==> config.mk <==
export PLATFORM = sky130hd
export DESIGN_NAME = fetch_ifid
export DESIGN_NICKNAME = d
export VERILOG_FILES = /design/src/rtl/fetch_ifid.sv
export SDC_FILE = /design/constraint.sdc
export NUM_CORES = 1
export LEC_CHECK = 0
export ABC_AREA = 1
export CORE_UTILIZATION = 51
export CTS_CLUSTER_SIZE = 28
export DETAILED_ROUTE_END_ITERATION = 8
export HOLD_SLACK_MARGIN = 0.02
export PLACE_DENSITY = 0.85
export SETUP_SLACK_MARGIN = 0.5
export SYNTH_ARGS = -nofsm -noshare
export SYNTH_HDL_FRONTEND = slang
export SYNTH_SLANG_ARGS = --single-unit
==> constraint.sdc <==
create_clock -name clk -period 2.3 [get_ports clk]
set_clock_uncertainty 0.2 [all_clocks]
set_input_delay 0.46 -clock clk [delete_from_list [all_inputs] [get_ports clk]]
set_output_delay 0.46 -clock clk [all_outputs]
set_load 0.01 [all_outputs]
==> src/rtl/fetch_ifid.sv <==
// Instruction fetch plus IF/ID pipeline register with halt-drain sequencing.
// Optional FETCH_STATS_EN adds saturating stall/flush counters.
module fetch_ifid #(
    parameter logic [15:0] RESET_PC     = 16'h0000,
    parameter logic [15:0] NOP_INSTR    = 16'h0800,
    parameter logic [15:0] HALT_INSTR   = 16'h0000,
    parameter int          DRAIN_CYCLES = 3
) (
    input  logic        clk,
    input  logic        rst,
    input  logic        pcWrite,
    input  logic        ifid_write,
    input  logic        redirect,
    input  logic [15:0] redirect_pc,
    input  logic [15:0] imem_data,
    output logic [15:0] imem_addr,
    output logic [15:0] ifid_instr,
    output logic [15:0] ifid_PC,
    output logic        ifid_valid,
`ifdef FETCH_STATS_EN
    output logic [15:0] stall_count,
    output logic [15:0] flush_count,
`endif
    output logic        halted
);

    localparam logic [1:0] ST_RUN    = 2'd0;
    localparam logic [1:0] ST_DRAIN  = 2'd1;
    localparam logic [1:0] ST_HALTED = 2'd2;

    localparam logic [7:0] DRAIN_LOAD = 8'(DRAIN_CYCLES - 1);

    logic [15:0] r_pc;
    logic [15:0] r_instr;
    logic [15:0] r_ifpc;
    logic        r_valid;
    logic [1:0]  r_state;
    logic [7:0]  r_cnt;

    logic [15:0] w_pc_inc;
    logic        w_halt_hit;
    logic        w_redir_ok;

    assign w_pc_inc   = r_pc + 16'd2;
    assign w_halt_hit = (r_state == ST_RUN) && r_valid && (r_instr == HALT_INSTR);
    assign w_redir_ok = redirect && (r_state != ST_HALTED);

    assign imem_addr  = r_pc;
    assign ifid_instr = r_instr;
    assign ifid_PC    = r_ifpc;
    assign ifid_valid = r_valid;
    assign halted     = (r_state == ST_HALTED);

    always_ff @(posedge clk) begin
        if (!rst) begin
            r_pc    <= RESET_PC;
            r_instr <= NOP_INSTR;
            r_ifpc  <= 16'h0000;
            r_valid <= 1'b0;
            r_state <= ST_RUN;
            r_cnt   <= 8'd0;
        end else if (w_redir_ok) begin
            r_pc    <= {redirect_pc[15:1], 1'b0};
            r_instr <= NOP_INSTR;
            r_ifpc  <= 16'h0000;
            r_valid <= 1'b0;
            r_state <= ST_RUN;
            r_cnt   <= 8'd0;
        end else begin
            case (r_state)
                ST_RUN: begin
                    if (w_halt_hit) begin
                        r_state <= ST_DRAIN;
                        r_cnt   <= DRAIN_LOAD;
                        r_instr <= NOP_INSTR;
                        r_ifpc  <= 16'h0000;
                        r_valid <= 1'b0;
                    end else begin
                        if (pcWrite) r_pc <= w_pc_inc;
                        if (ifid_write) begin
                            r_instr <= imem_data;
                            r_ifpc  <= w_pc_inc;
                            r_valid <= 1'b1;
                        end
                    end
                end
                // The halt-detect edge is the first of the DRAIN_CYCLES edges.
                ST_DRAIN: begin
                    if (r_cnt <= 8'd1) begin
                        r_state <= ST_HALTED;
                        r_cnt   <= 8'd0;
                    end else begin
                        r_cnt <= r_cnt - 8'd1;
                    end
                end
                ST_HALTED: ;
                default: r_state <= ST_RUN;
            endcase
        end
    end

`ifdef FETCH_STATS_EN
    function automatic logic [15:0] sat_inc(input logic [15:0] v);
        return (v == 16'hFFFF) ? v : v + 16'd1;
    endfunction

    logic [15:0] r_stall_cnt;
    logic [15:0] r_flush_cnt;

    assign stall_count = r_stall_cnt;
    assign flush_count = r_flush_cnt;

    always_ff @(posedge clk) begin
        if (!rst) begin
            r_stall_cnt <= 16'h0000;
            r_flush_cnt <= 16'h0000;
        end else if (r_state == ST_RUN) begin
            if (redirect)     r_flush_cnt <= sat_inc(r_flush_cnt);
            else if (!pcWrite) r_stall_cnt <= sat_inc(r_stall_cnt);
        end
    end
`endif

endmodule

==> summary.md, run 1 <==
| Metric | Value |
|---|---|
| Share of cells above drive strength 1 | `13.0%` |
| Num CTS Buffers | `9` |
| FF-to-FF setup slack | `0.64 ns` |
| Input/output buffers | `83` |
| WP depth | `7` |
| Final #Nets | `581` |
| Startpoint types | `input pin` |
| R2r endpoint | `imem_addr[2]$_SDFFE_PN0P_` |
| Peak supply drop | `0.000370 V` |
| Pin count of the biggest net entering global routing | `32` |
| Global-route wire length before repair | `13,700 µm` |
| P&R area growth vs syn | `36.8%` |
| Primary FF master, synth | `dfxtp_1` |
| Class of the worst hold path | `flop to flop` |
| Total Wirelength | `8440 µm` |
| Longest Clk Path Bufs | `2` |
| Post-synth top cells | `nand2_1 (119), nand3_1 (66), dfxtp_1 (57), nor2_1 (57), a21oi_1 (42)` |
| Worst setup EP type | `flop` |
| FP Rows | `27` |
| Lkg Pwr | `1.91 nW` |
| Die area | `6220 µm²` |
| Slowest CP cell | `clkdlybuf4s50_1` |
| CP bufs+invs | `4` |
| Hold_ws | `0.279 ns` |
| Reg power frac | `45.5%` |
| Detail Route Antenna Nets | `0` |
| Syn_area_per_cell | `6.73 µm²` |
| # hold bufs at CTS | `0` |
| CTS tree | `built` |
| Hold Fails Final Rpt | `0` |
| Fraction of power spent switching nets | `26.7%` |
| Pwr Density | `570 nW/µm²` |
| YS warnings | `0` |
| Starting Density | `53.8%` |
| Worst r2r src | `r_state[1]$_SDFFE_PP0P_` |
| Grt ovf | `0` |
| Register Area | `1150 µm²` |
| TNS Setup | `0 ns` |
| Worst-path clk slew | `0.06 ns` |
| Seq cells post-synth | `57` |
| EDFF count, synth | `0` |
| CP startpoint | `redirect` |
| Yosys top cell area share | `37.8%` |
| # H-tree levels | `3` |
| Comb pwr share | `15.3%` |
| IO Pins | `87` |
| Pins over their slew limit | `0` |
| Period utilization | `75.2%` |
| Most frequent cell after synthesis | `nand2_1` |
| R2R depth | `9` |
| Syn Inst Count | `448` |
| Number of distinct library cells after synthesis | `32` |
| CTS Sinks | `57` |
| DR vias/cell | `5.44` |
| RSZ-0062 raised after global routing | `no` |
| Top delay family on crit path | `buffers and inverters` |
| CP Max Fanout | `14` |
| Status | `completed` |
| Mapped cell area | `3020 µm²` |
| Int Power | `1.72 mW` |
| Via Count | `3,365` |
| Psw | `0.627 mW` |
| Setup CP Type | `input pin to flop` |
| CP max stage delay | `0.50 ns` |
| Global Route Usage Sum | `28.1%` |
| Hold depth | `2` |
| Async SR Flop Fraction | `0%` |
| Maximum clock rate | `0.578 GHz` |
| FILL cells | `457` |
| Minimum clock period | `1.73 ns` |
| Multi-input logic area | `1640 µm²` |
| Root buf cell | `clkbuf_8` |
| Ranking of synthesized cells by area | `dfxtp_1 (38%), nand2_1 (15%), nand3_1 (11%), nor2_1 (7.1%), a21oi_1 (7.0%)` |
| Yosys top cell by area | `dfxtp_1` |
| Die height | `78.9 µm` |
| GP Congestion | `0.902` |
| Initial detailed-routing violation count | `247` |
| Register area share after synthesis | `37.8%` |
| Crit path cell chain | `clkdlybuf4s50_1, nand2_4, inv_6, nor2_8, inv_2, buf_4, nor2_1` |
| CP Data Arrival Time | `1.76 ns` |
| Clock share of power | `39.2%` |
| Core region area | `5610 µm²` |
| Die W | `78.9 µm` |
| DRC Markers | `0` |
| Max-cap violations | `0` |
| Antenna violations before repair | `0` |
| N_diodes | `0` |
| Drt first pass iters | `7` |
| Drt wl/cell | `13.7 µm` |
| Critical path endpoint | `ifid_valid$_SDFFE_PP0P_` |
| Final setup fails | `0` |
| WP data required | `2.33 ns` |
| Clk Latency, worst-skew pair | `0.34 ns` |
| Vias in the first global route | `3,148` |
| Post-DP HPWL | `5790 µm` |
[kinds of logic after synthesis]
family	count (synthesis)	share of synthesized area [%]
muxes	1	0.332
adders and majority gates	3	1.24
DFF	57	37.8
buffers and inverters	54	8.96
AOI/OAI and AO/OA	50	8.51
xor gates and xnor gates	6	1.74
other	1	0.124
and+or+nand+nor	276	41.2
[flip-flops by register name, indices dropped and copies added, names as in the netlist]
name and cells:
ifid_PC 15, ifid_instr 16, ifid_valid 1, imem_addr 15, r_cnt 8, r_state 2
[how the worst min path moves through the flow]
stage                             startpoint                  endpoint  slack, ns
floorplan              r_cnt[0]$_SDFFE_PP0P_     r_cnt[0]$_SDFFE_PP0P_       0.25
detailed placement   ifid_PC[3]$_SDFFE_PP0P_   ifid_PC[3]$_SDFFE_PP0P_       0.28
global placement       r_cnt[0]$_SDFFE_PP0P_     r_cnt[0]$_SDFFE_PP0P_       0.27
finish              ifid_PC[13]$_SDFFE_PP0P_  ifid_PC[13]$_SDFFE_PP0P_       0.28
CTS                  ifid_PC[3]$_SDFFE_PP0P_   ifid_PC[3]$_SDFFE_PP0P_       0.29
global route         ifid_PC[3]$_SDFFE_PP0P_   ifid_PC[3]$_SDFFE_PP0P_       0.30
[routing by layer]
layer | wire length (µm) | vias to the layer above | global-route usage, %
met2 | 4210 | 157 | 49.6
met3 | 583 | 33 | 5.17
met5 | 0 | - | 0
met1 | 3400 | 1530 | 32.1
li1 | - | 1645 | -
met4 | 242 | 0 | 14.9
[power by group through the flow]
stage | registers, mW | clock network (mW) | logic (mW)
after global routing | 1.07 | 0.973 | 0.397
final | 1.07 | 0.921 | 0.360
after detailed placement | 1.09 | 0 | 0.373
after global placement | 1.09 | 0 | 0.367
after CTS | 1.07 | 0.927 | 0.352
after floorplan | 1.10 | 0 | 0.182
[repair_timing]
item | 4_1_cts | 5_1_grt
pin swaps | 1 | 1
endpoints found under the setup margin | 90 | 41
gates resized for setup | 59 | 14
setup buffers | 0 | 7
[area by class of cell]
| class | instances | share of cell area, % |
|---|---|---|
| tap | 72 | 2.18 |
| clock buffer | 13 | 3.61 |
| clock inverter | 3 | 0.971 |
| sequential | 57 | 28.0 |
| timing repair buffer | 102 | 22.2 |
| inverter | 33 | 3.25 |
| multi-input combinational | 338 | 39.8 |
[metrics by stage]
step | util [%] | std cells | total power [mW] | worst slack (ns) | cell area (µm²)
floorplan | - | 449 | 1.28 | 0.660 | 3020
global placement | 69.3 | 595 | 1.45 | 0.234 | 3890
detailed placement | 69.3 | 595 | 1.46 | 0.171 | 3890
CTS | 72.0 | 611 | 2.35 | 0.397 | 4040
global route | 73.5 | 618 | 2.44 | 0.509 | 4120
finish | 73.5 | 618 | 2.35 | 0.569 | 4120
[layout by cell type (no fill, tap or decap), drive strengths merged]
master and instances:
nand2 123, nand3 67, nor2 63, dfxtp 57, dlygate4sd2 47, a21oi 43
clkdlybuf4s50 35, inv 33, buf 19, nand4 14, clkbuf 14, xor2 6
o21ai 6, or2 3, nand3b 3, ha 3, conb 2, clkinv 2
nor3 2, nor3b 1, o211ai 1, mux2i 1, bufinv 1
[worst min-delay path: cells and delay by family (launching register included)]
family	cells	cell delay, ns
DFF	1	0.31
and+or+nand+nor	1	0.07
AOI/OAI and AO/OA	1	0.05
Note: power is estimated with default switching activity, not from simulation.
==> run 2: changes to the inputs <==
--- a/config.mk
+++ b/config.mk
@@ -6,11 +6,11 @@
 export NUM_CORES = 1
 export LEC_CHECK = 0
 export ABC_AREA = 1
-export CORE_UTILIZATION = 51
+export CORE_UTILIZATION = 48
 export CTS_CLUSTER_SIZE = 28
 export DETAILED_ROUTE_END_ITERATION = 8
 export HOLD_SLACK_MARGIN = 0.02
-export PLACE_DENSITY = 0.85
+export PLACE_DENSITY = 0.81
 export SETUP_SLACK_MARGIN = 0.5
 export SYNTH_ARGS = -nofsm -noshare
 export SYNTH_HDL_FRONTEND = slang
==> constraint.sdc (replaced) <==
create_clock -name clk -period 1.8 [get_ports clk]
set_clock_uncertainty 0.2 [all_clocks]
set_input_delay 0.36 -clock clk [delete_from_list [all_inputs] [get_ports clk]]
set_output_delay 0.36 -clock clk [all_outputs]
set_load 0.01 [all_outputs]
==> summary.md, run 2 (synthesized netlist as in run 1, its figures left out) <==
| Metric | Value |
|---|---|
| P&R area growth vs syn | `82.5%` |
| Global-route wire length before repair | `17,400 µm (+27%)` |
| Die area | `6600 µm² (+6.1%)` |
| Peak supply drop | `0.000581 V (+57%)` |
| Min setup slack post-route | `-0.0420 ns (-0.611 ns)` |
| Period utilization | `102%` |
| RSZ-0062 raised after global routing | `yes` |
| Input/output buffers | `83 (unchanged)` |
| Non-Filler Instances | `684 (+11%)` |
| Commonest non-fill, non-tap cell in the layout | `nand2_1` |
| FP Rows | `28 (+3.7%)` |
| Core region area | `5990 µm² (+6.8%)` |
| Failing checks | `negative setup slack` |
| Detail Route Antenna Nets | `0 (unchanged)` |
| Worst setup EP type | `flop` |
| DP Area | `4360 µm² (+12%)` |
| TNS Setup | `-0.0420 ns (-0.0420 ns)` |
| Psw | `1.06 mW (+69%)` |
| N_diodes | `0 (unchanged)` |
| DRC Markers | `0 (unchanged)` |
| Setup CP Type | `flop to flop` |
| Root buf cell | `clkbuf_8` |
| Class of the worst hold path | `flop to flop` |
| Commonest cells after routing, fill and taps aside | `nand2_1 (102), buf_4 (61), buf_6 (55)` |
| CTS Sinks | `57 (unchanged)` |
| Clk Latency, worst-skew pair | `0.37 ns (+0.03 ns)` |
| CP Data Arrival Time | `1.89 ns (+0.13 ns)` |
| Vias in the first global route | `3,704 (+18%)` |
| Cell area after layout | `5500 µm² (+33%)` |
| Max-cap violations | `0 (unchanged)` |
| Reg power frac | `41.4% (-4.1 points)` |
| Placed cells | `611 (+2.7%)` |
| Post-Route Utilization | `91.9% (+18 points)` |
| Die height | `81.3 µm (+3.0%)` |
| Hold Fails Final Rpt | `0 (unchanged)` |
| Pins over their slew limit | `0 (unchanged)` |
| Die W | `81.3 µm (+3.0%)` |
| Via Count | `4,347 (+29%)` |
| Final #Nets | `644 (+11%)` |
| Maximum clock rate | `0.543 GHz` |
| Drt wl/cell | `22.5 µm (+65%)` |
| Share of cells above drive strength 1 | `52.2% (+39 points)` |
| Global Route Usage Sum | `35.5% (+7.4 points)` |
| Pin count of the biggest net entering global routing | `23 (-28%)` |
| Starting Density | `50.3% (-3.4 points)` |
| IO Pins | `87 (unchanged)` |
| Minimum clock period | `1.84 ns` |
| Worst-path clk slew | `0.09 ns (+0.03 ns)` |
| Total power draw | `3.32 mW (+41%)` |
| Lkg Pwr | `2.38 nW (+24%)` |
| Total Wirelength | `15,400 µm (+83%)` |
| Final setup fails | `1 (+1)` |
| Max reg flops | `16 (unchanged)` |
| Pwr Density | `604 nW/µm² (+6.0%)` |
| Place WS | `-0.0282 ns (-0.199 ns)` |
| CP Max Fanout | `7 (-7)` |
| Clock share of power | `35.3% (-3.9 points)` |
| Drt first pass iters | `6 (-1)` |
| Hold_ws | `0.316 ns (+0.0371 ns)` |
| Comb pwr share | `23.3% (+8.0 points)` |
| Longest Clk Path Bufs | `2 (unchanged)` |
| Status | `complete, but fails checks` |
| Initial detailed-routing violation count | `459 (+86%)` |
| FILL cells | `236 (-48%)` |
| Num CTS Buffers | `9 (unchanged)` |
| Grt ovf | `0 (unchanged)` |
| Fraction of power spent switching nets | `32.0% (+5.3 points)` |
| Post-DP HPWL | `6390 µm (+10%)` |
| # hold bufs at CTS | `0 (unchanged)` |
| DR vias/cell | `6.36 (+17%)` |
| CTS tree | `built` |
| Int Power | `2.26 mW (+31%)` |
| Antenna violations before repair | `0 (unchanged)` |
| # H-tree levels | `3 (unchanged)` |
| Startpoint types | `flop` |
| WP data required | `1.84 ns (-0.49 ns)` |
| GP Congestion | `0.884 (-1.9%)` |
[run 2: worst max-delay path, stage by stage, from the launching register on]
cell and delay (ns):
dfxtp_2 0.34, nor2_1 0.16, nand2_1 0.12, nor2_4 0.12
nand3_4 0.18, nand2_4 0.16, inv_6 0.07, clkbuf_16 0.17
nand2_1 0.08, a21oi_1 0.10
[run 2: cell type report]
| class | count | area, µm² | share of cell area, % |
|---|---|---|---|
| clock buffers | 13 | 159 | 2.89 |
| clock inverters | 3 | 15.0 | 0.273 |
| inverters | 33 | 159 | 2.89 |
| multi-input cells | 338 | 2140 | 38.8 |
| flip-flops and latches | 57 | 1240 | 22.6 |
| well taps | 75 | 93.8 | 1.70 |
| repair buffers | 165 | 1700 | 30.9 |
[run 2: per-layer routing]
| metal | vias up | wire [µm] | global-route usage (%) |
|---|---|---|---|
| met5 | - | 0 | 0 |
| met4 | 0 | 1370 | 22.1 |
| met3 | 170 | 1590 | 9.10 |
| met2 | 423 | 7230 | 62.3 |
| met1 | 1983 | 5220 | 37.5 |
| li1 | 1771 | - | - |
[run 2: power groups by stage]
stage          Combinational (mW)  Sequential (mW)  Clock, mW
2_1_floorplan               0.259             1.41          0
3_3_place_gp                0.530             1.40          0
3_5_place_dp                0.538             1.40          0
4_1_cts                     0.638             1.37       1.09
5_1_grt                     0.812             1.38       1.20
6_report                    0.774             1.38       1.17
[run 2: final timing paths]
kind,slack (ns),from,to,depth (start not counted)
min reg2reg,0.32,ifid_instr[6]$_SDFFE_PP0P_,ifid_instr[6]$_SDFFE_PP0P_,2
max,-0.04,ifid_instr[12]$_SDFFE_PP0P_,ifid_PC[2]$_SDFFE_PP0P_,9
min,0.32,ifid_instr[6]$_SDFFE_PP0P_,ifid_instr[6]$_SDFFE_PP0P_,2
max reg2reg,-0.04,ifid_instr[12]$_SDFFE_PP0P_,ifid_PC[2]$_SDFFE_PP0P_,9
[run 2: timing repair]
item	in CTS	in global routing
buffers inserted	41	11
cloned	1	4
gates resized for setup	304	77
endpoints found under the setup margin	105	105
pin swaps	9	22
